==> src/rtl/aud_defs.sv <==
// Shared definitions for the AUD Branch Trace Mode receive path.
// Holds the header size codes and their nibble-count lookup, the
// message type codes, and the deframer state encoding.
package aud_defs;

  // Header size code (header[1:0]) -> number of address nibbles
  localparam logic [1:0] AUD_BTM_SZ_NIB = 2'b00;  // 1 nibble
  localparam logic [1:0] AUD_BTM_SZ_1B  = 2'b01;  // 2 nibbles
  localparam logic [1:0] AUD_BTM_SZ_2B  = 2'b10;  // 4 nibbles
  localparam logic [1:0] AUD_BTM_SZ_4B  = 2'b11;  // 8 nibbles

  // Message type codes (header[3:2])
  localparam logic [1:0] AUD_BTM_TYPE_0 = 2'b00;
  localparam logic [1:0] AUD_BTM_TYPE_1 = 2'b01;
  localparam logic [1:0] AUD_BTM_TYPE_2 = 2'b10;
  localparam logic [1:0] AUD_BTM_TYPE_3 = 2'b11;

  typedef enum logic {
    ST_IDLE = 1'b0,
    ST_DATA = 1'b1
  } aud_state_e;

  function automatic logic [3:0] aud_nib_count(input logic [1:0] size);
    case (size)
      AUD_BTM_SZ_NIB: aud_nib_count = 4'd1;
      AUD_BTM_SZ_1B:  aud_nib_count = 4'd2;
      AUD_BTM_SZ_2B:  aud_nib_count = 4'd4;
      default:        aud_nib_count = 4'd8;
    endcase
  endfunction

endpackage

==> src/rtl/aud_pin_sync.sv <==
// Multi-bit pin synchronizer with rising-edge detect on one selected bit.
// Every bit passes through g_stages flops; the selected bit also feeds a
// history flop so the edge pulse lines up with the synced bus value.
// Ports:
//   clk_sys_i  system clock
//   rst_n_i    asynchronous active-low reset (flops load g_rst_val)
//   d_i        asynchronous pin bus
//   q_o        synchronized bus (last sync stage)
//   rise_o     one-cycle pulse: q_o[g_edge_bit] went 0 -> 1
module aud_pin_sync #(
  parameter int                 g_width    = 1,
  parameter int                 g_stages   = 2,
  parameter int                 g_edge_bit = 0,
  parameter logic [g_width-1:0] g_rst_val  = '0
) (
  input  logic               clk_sys_i,
  input  logic               rst_n_i,
  input  logic [g_width-1:0] d_i,
  output logic [g_width-1:0] q_o,
  output logic               rise_o
);

  logic [g_width-1:0] sync_q [g_stages];
  logic               hist_q;

  always_ff @(posedge clk_sys_i or negedge rst_n_i) begin
    if (!rst_n_i) begin
      for (int i = 0; i < g_stages; i++) sync_q[i] <= g_rst_val;
      hist_q <= g_rst_val[g_edge_bit];
    end else begin
      sync_q[0] <= d_i;
      for (int i = 1; i < g_stages; i++) sync_q[i] <= sync_q[i-1];
      hist_q <= sync_q[g_stages-1][g_edge_bit];
    end
  end

  assign q_o    = sync_q[g_stages-1];
  assign rise_o = sync_q[g_stages-1][g_edge_bit] & ~hist_q;

endmodule

==> src/rtl/aud_btm_rx.sv <==
// AUD Branch Trace Mode capture stage. Oversamples the AUD pins, deframes
// header + address nibbles into messages and hands each one to the trace
// FIFO writer through a single-entry valid/ready output register, counting
// messages that had to be dropped because the entry was still occupied.
// Ports:
//   clk_sys_i, rst_n_i         clock, async active-low reset
//   en_i                       capture enable; low forces IDLE
//   aud_ck_i/aud_data_i/aud_nsync_i  raw AUD pins
//   msg_valid_o/msg_ready_i    record handshake
//   msg_type_o/msg_size_o/msg_addr_o  record fields
//   ovf_o, drop_cnt_o, ovf_clr_i      drop accounting
//   trunc_o                    sticky early-header abort flag
//   idle_o                     IDLE with no pending record
// Optional: define AUD_BTM_RX_TSTAMP_EN to add msg_tstamp_o, a 32-bit
// free-running cycle count captured at each header.
module aud_btm_rx
  import aud_defs::*;
#(
  parameter int g_sync_stages = 2,
  parameter int g_drop_cnt_w  = 16
) (
  input  logic                    clk_sys_i,
  input  logic                    rst_n_i,
  input  logic                    en_i,
  input  logic                    aud_ck_i,
  input  logic [3:0]              aud_data_i,
  input  logic                    aud_nsync_i,
  output logic                    msg_valid_o,
  input  logic                    msg_ready_i,
  output logic [1:0]              msg_type_o,
  output logic [1:0]              msg_size_o,
  output logic [31:0]             msg_addr_o,
  output logic                    ovf_o,
  input  logic                    ovf_clr_i,
  output logic [g_drop_cnt_w-1:0] drop_cnt_o,
  output logic                    trunc_o,
  output logic                    idle_o
`ifdef AUD_BTM_RX_TSTAMP_EN
  ,
  output logic [31:0]             msg_tstamp_o
`endif
);

  // Pin bus layout {ck, nsync, data}; ck and nsync idle high, data low.
  logic [5:0] pin_raw, pin_s;
  logic       evt, nsync_s;
  logic [3:0] nib_s;

  assign pin_raw = {aud_ck_i, aud_nsync_i, aud_data_i};

  aud_pin_sync #(
    .g_width   (6),
    .g_stages  (g_sync_stages),
    .g_edge_bit(5),
    .g_rst_val (6'b110000)
  ) u_pin_sync (
    .clk_sys_i(clk_sys_i),
    .rst_n_i  (rst_n_i),
    .d_i      (pin_raw),
    .q_o      (pin_s),
    .rise_o   (evt)
  );

  assign nsync_s = pin_s[4];
  assign nib_s   = pin_s[3:0];

  aud_state_e  state, state_nxt;
  logic [1:0]  hdr_type, hdr_size;
  logic [31:0] addr_sr, addr_nxt;
  logic [3:0]  nib_cnt;
  logic        latch_hdr, wr_nib, done, abort, drop;

  always_comb begin
    state_nxt = state;
    latch_hdr = 1'b0;
    wr_nib    = 1'b0;
    done      = 1'b0;
    abort     = 1'b0;
    if (!en_i) begin
      state_nxt = ST_IDLE;
    end else begin
      case (state)
        ST_IDLE: begin
          if (evt && !nsync_s) begin
            latch_hdr = 1'b1;
            state_nxt = ST_DATA;
          end
        end
        ST_DATA: begin
          if (evt && !nsync_s) begin
            latch_hdr = 1'b1;
            abort     = 1'b1;
          end else if (evt) begin
            wr_nib = 1'b1;
            if (nib_cnt + 4'd1 == aud_nib_count(hdr_size)) begin
              done      = 1'b1;
              state_nxt = ST_IDLE;
            end
          end
        end
        default: state_nxt = ST_IDLE;
      endcase
    end
  end

  // Address with the current nibble merged in; the completing nibble goes
  // straight into the output register from here.
  always_comb begin
    addr_nxt = addr_sr;
    addr_nxt[{nib_cnt[2:0], 2'b00} +: 4] = nib_s;
  end

  assign drop = done & msg_valid_o & ~msg_ready_i;

`ifdef AUD_BTM_RX_TSTAMP_EN
  logic [31:0] ts_cnt, ts_hdr;

  always_ff @(posedge clk_sys_i or negedge rst_n_i) begin
    if (!rst_n_i) begin
      ts_cnt       <= '0;
      ts_hdr       <= '0;
      msg_tstamp_o <= '0;
    end else begin
      ts_cnt <= ts_cnt + 32'd1;
      if (latch_hdr) ts_hdr <= ts_cnt;
      if (done && !drop) msg_tstamp_o <= ts_hdr;
    end
  end
`endif

  always_ff @(posedge clk_sys_i or negedge rst_n_i) begin
    if (!rst_n_i) begin
      state    <= ST_IDLE;
      hdr_type <= '0;
      hdr_size <= '0;
      addr_sr  <= '0;
      nib_cnt  <= '0;
    end else begin
      state <= state_nxt;
      if (latch_hdr) begin
        hdr_type <= nib_s[3:2];
        hdr_size <= nib_s[1:0];
        addr_sr  <= '0;
        nib_cnt  <= '0;
      end else if (wr_nib) begin
        addr_sr <= addr_nxt;
        nib_cnt <= nib_cnt + 4'd1;
      end
    end
  end

  always_ff @(posedge clk_sys_i or negedge rst_n_i) begin
    if (!rst_n_i) begin
      msg_valid_o <= 1'b0;
      msg_type_o  <= '0;
      msg_size_o  <= '0;
      msg_addr_o  <= '0;
      ovf_o       <= 1'b0;
      drop_cnt_o  <= '0;
      trunc_o     <= 1'b0;
    end else begin
      // A completion in the same cycle as an accept simply refills the entry.
      if (done && !drop) begin
        msg_valid_o <= 1'b1;
        msg_type_o  <= hdr_type;
        msg_size_o  <= hdr_size;
        msg_addr_o  <= addr_nxt;
      end else if (msg_valid_o && msg_ready_i) begin
        msg_valid_o <= 1'b0;
      end

      // A drop coinciding with a clear counts as the first drop after it.
      if (drop) begin
        ovf_o <= 1'b1;
        if (ovf_clr_i)        drop_cnt_o <= {{(g_drop_cnt_w-1){1'b0}}, 1'b1};
        else if (!(&drop_cnt_o)) drop_cnt_o <= drop_cnt_o + 1'b1;
      end else if (ovf_clr_i) begin
        ovf_o      <= 1'b0;
        drop_cnt_o <= '0;
      end

      if (abort)          trunc_o <= 1'b1;
      else if (ovf_clr_i) trunc_o <= 1'b0;
    end
  end

  assign idle_o = (state == ST_IDLE) & ~msg_valid_o;

endmodule

==> config.mk <==
export PLATFORM = sky130hd
export DESIGN_NAME = aud_btm_rx
export DESIGN_NICKNAME = d
export VERILOG_FILES = /design/src/rtl/aud_defs.sv /design/src/rtl/aud_pin_sync.sv /design/src/rtl/aud_btm_rx.sv
export SDC_FILE = /design/constraint.sdc
export NUM_CORES = 1
export LEC_CHECK = 0
export BUFFER_PORTS_ARGS = -buffer_cell sky130_fd_sc_hd__buf_4
export CELL_PAD_IN_SITES_DETAIL_PLACEMENT = 1
export CELL_PAD_IN_SITES_GLOBAL_PLACEMENT = 2
export CORE_ASPECT_RATIO = 0.9
export CORE_MARGIN = 1.5
export CORE_UTILIZATION = 38
export DETAILED_ROUTE_END_ITERATION = 10
export GPL_ROUTABILITY_DRIVEN = 0
export PLACE_DENSITY_LB_ADDON = 0.1
export SYNTH_ARGS = -nofsm -noshare
export SYNTH_HDL_FRONTEND = slang
export SYNTH_SLANG_ARGS = --single-unit
==> constraint.sdc <==
create_clock -name clk_sys_i -period 5.82 [get_ports clk_sys_i]
set_clock_uncertainty 0.2 [all_clocks]
set_input_delay 1.164 -clock clk_sys_i [delete_from_list [all_inputs] [get_ports clk_sys_i]]
set_output_delay 1.164 -clock clk_sys_i [all_outputs]
set_load 0.005 [all_outputs]
==> results.md <==
- Post-synth top cells: dfrtp_1, nor2_1, nand2_1
- Mapped Area: 4805 um2
- Clock Sinks: 109
- Post-synthesis cell type count: 43
- Die area: 13330 um2
- Clk_lat worst skew: 0.36 ns
- VDD IR max: 0.2792 mV
- First-pass GRT wire length: 20070 um
- Total track usage: 19.61%
- Outcome: finished, final reports clean
- H-tree levels: 3
- Root buffer cell: clkbuf_16
- Min Tclk post-route: 3.505 ns
- Post-cts sizing count: 0
- Vias in the first global route: 3851
- Worst-path clk slew: 0.08 ns
- Vias: 3816
- Die width: 121.5 um
- Routed Antenna Nets: 0
- Row cnt: 38
- Avg WL per Cell: 16.95 um
- Synth warn: 0
- Final Non-Filler Cells: 723
- Inserted Clock Buffers: 9
- Pleak: 2.571 nW
- Tcrit/Tclk final: 60.22%
- CP Max Fanout: 17
- Hold buffers post-CTS: 0
- Placed insts: 707
- Crit path DAT: 3.55 ns
- Net Count, Synth: 516
- Largest net degree at the start of global routing: 76
- Synth Instances: 501
- Top post-synthesis cells by area: dfrtp_1, a21oi_1, nor2_1
- Crit Path Class: register to register
- GRT overflow: 0
- Core box area: 12170 um2
- Max-Cap Viols: 0
- Async SR Flop Fraction: 100.0%
- Final WL: 12250 um
- Critical path endpoint category: register
- Post-synth top flop: dfrtp_1
- Mean Syn Cell Area: 9.590 um2
- Top-count cell post-synth: dfrtp_1
- Ratio of cells with drive above 1 in the final layout: 17.76%
- Slew Limit Headroom: 27.02%
- Worst Tran Pin Value: 1.086 ns
- Area growth from synthesis to layout: 19.82%
- IO Pins: 67
- Power per Cell Area: 300.4 nW/um2
- Starting DRT DRC Count: 146
- # fillers: 1387
- Fmax: 0.2853 GHz
- Remaining DRCs: 0
- CTS tree: yes
- TNS Setup: 0 ns
- ANT cells: 0
- Final Hold Viols: 0
- Dpl hpwl: 8302 um
- Startpoint types: register
- Total setup buffers inserted after CTS: 0
- Initial Util: 39.47%
- Final Setup Violations: 0
- Crit path required time: 5.86 ns
- Number of port buffers: 66
- Hold Crit Class: register to register
- Synth top area share: 54.17%
- Sequential fraction of the synthesis area: 56.90%
- Layout Nets: 573
- Routed vias/inst: 5.278
- RSZ-0062 raised after global routing: no
- Post-synth EDFFs: 0
- Clock buffer depth: 2
- FF+latch count, synth: 109
- Pre-antenna DRT Iters: 4
- Reg2reg setup slack: 2.32 ns
- Die height: 109.7 um
- Slew Limit Fails: 0
- Initial antenna violation count: 0
- Leading area contributor after synthesis: dfrtp_1
## worst paths after layout
| kind | startpoint | end | depth (start not counted) |
|---|---|---|---|
| worst max-delay path | nib_cnt[0]$_DFFE_PN0P_ | drop_cnt_o[13]$_DFFE_PN0P_ | 8 |
| worst max register to register | nib_cnt[0]$_DFFE_PN0P_ | drop_cnt_o[13]$_DFFE_PN0P_ | 8 |
| min in group asynchronous | rst_n_i | drop_cnt_o[10]$_DFFE_PN0P_ | 1 |
| worst min-delay path | u_pin_sync.sync_q[8]$_DFF_PN0_ | u_pin_sync.q_o[2]$_DFF_PN0_ | 0 |
| worst min register to register | u_pin_sync.sync_q[8]$_DFF_PN0_ | u_pin_sync.q_o[2]$_DFF_PN0_ | 0 |
| max in group asynchronous | rst_n_i | addr_sr[24]$_DFFE_PN0P_ | 2 |
## critical path, stage by stage, from the launching register on
cell and delay (ns):
dfrtp_1 0.59, inv_1 0.09, ha_1 0.42, nand2b_1 0.24, a21boi_0 0.28, nand4_1 0.15
or4_1 0.72, nor3_1 0.33, mux2_2 0.37
## metal layers
layer / up-vias / GRT usage (%) / share of wire (%)
li1: 1839 / - / -
met1: 1910 / 27.59 / 48
met2: 59 / 30.79 / 47
met3: 8 / 5.031 / 4.4
met4: 0 / 4.034 / 0.73
met5: - / 0 / 0
## layout make-up
cell class | instances | area (um2) | area share [%]
clock buffers | 9 | 225.2 | 3.912
clock inverters | 7 | 87.58 | 1.521
inverters | 10 | 37.54 | 0.6520
multi-input cells | 357 | 1939 | 33.69
flip-flops and latches | 109 | 2734 | 47.49
well taps | 160 | 200.2 | 3.478
repair buffers | 71 | 533.0 | 9.259
## where the power goes
group	switching [W]	leakage (nW)	internal, W
logic	0.000105	1.01	0.000105
clock network	0.000308	0.155	0.000346
registers	0.0000453	1.41	0.000820
total	0.000459	2.57	0.00127
## cell families (layout without fill, tap and decap cells)
| group | after synthesis | after routing | synth area share, % |
|---|---|---|---|
| mux | 23 | 23 | 4.948 |
| simple gates | 216 | 216 | 21.22 |
| flops | 109 | 109 | 56.90 |
| compound gates | 111 | 111 | 12.42 |
| buf+inv | 35 | 97 | 2.917 |
| fa+ha+maj | 4 | 4 | 1.042 |
| xor+xnor | 3 | 3 | 0.5470 |
## through the flow
step / hold WS, ns / instance area (um2) / setup WS (ns) / power [W] / utilization [%]
finish: 0.1542 / 5757 / 2.315 / 0.001729 / 47.30
global route: 0.1685 / 5757 / 2.016 / 0.001816 / 47.30
CTS: 0.1549 / 5757 / 2.297 / 0.001757 / 47.30
detailed placement: 0.1363 / 5444 / 2.245 / 0.001096 / 44.73
global placement: 0.1334 / 5444 / 2.347 / 0.001086 / 44.73
floorplan: 0.1312 / 4805 / 2.778 / 0.0009631 / -
## cell usage in the layout (no fill, tap or decap), types with 2 or more instances in the layout
cell type / count
and3b_1: 2
nor4_1: 5
o21ai_0: 43
inv_1: 10
buf_4: 71
dfstp_2: 5
ha_1: 4
nand2_1: 64
and4_1: 3
nor2b_1: 4
or3_1: 4
mux2i_1: 17
nand4_1: 3
nand2b_1: 4
xnor2_1: 3
clkbuf_16: 9
nand3b_1: 4
a211o_1: 4
a22o_1: 2
nor3_1: 7
a21o_1: 2
nor3b_1: 2
nand3_1: 24
dfrtp_1: 104
inv_8: 2
o21ai_1: 2
and2_1: 4
nor2_1: 70
or4_1: 3
inv_6: 3
mux2_2: 6
and3_1: 6
a21oi_1: 53
## flip-flops by register name, indices dropped and copies added (netlist names)
| signal | count |
|---|---|
| hdr_type | 2 |
| trunc_o | 1 |
| nib_cnt | 4 |
| msg_size_o | 2 |
| u_pin_sync.hist_q | 1 |
| msg_addr_o | 32 |
| hdr_size | 2 |
| drop_cnt_o | 16 |
| u_pin_sync.sync_q | 6 |
| u_pin_sync.q_o | 6 |
| msg_type_o | 2 |
| ovf_o | 1 |
| msg_valid_o | 1 |
| addr_sr | 32 |
| state | 1 |
Note: power is estimated with default switching activity, not from simulation.
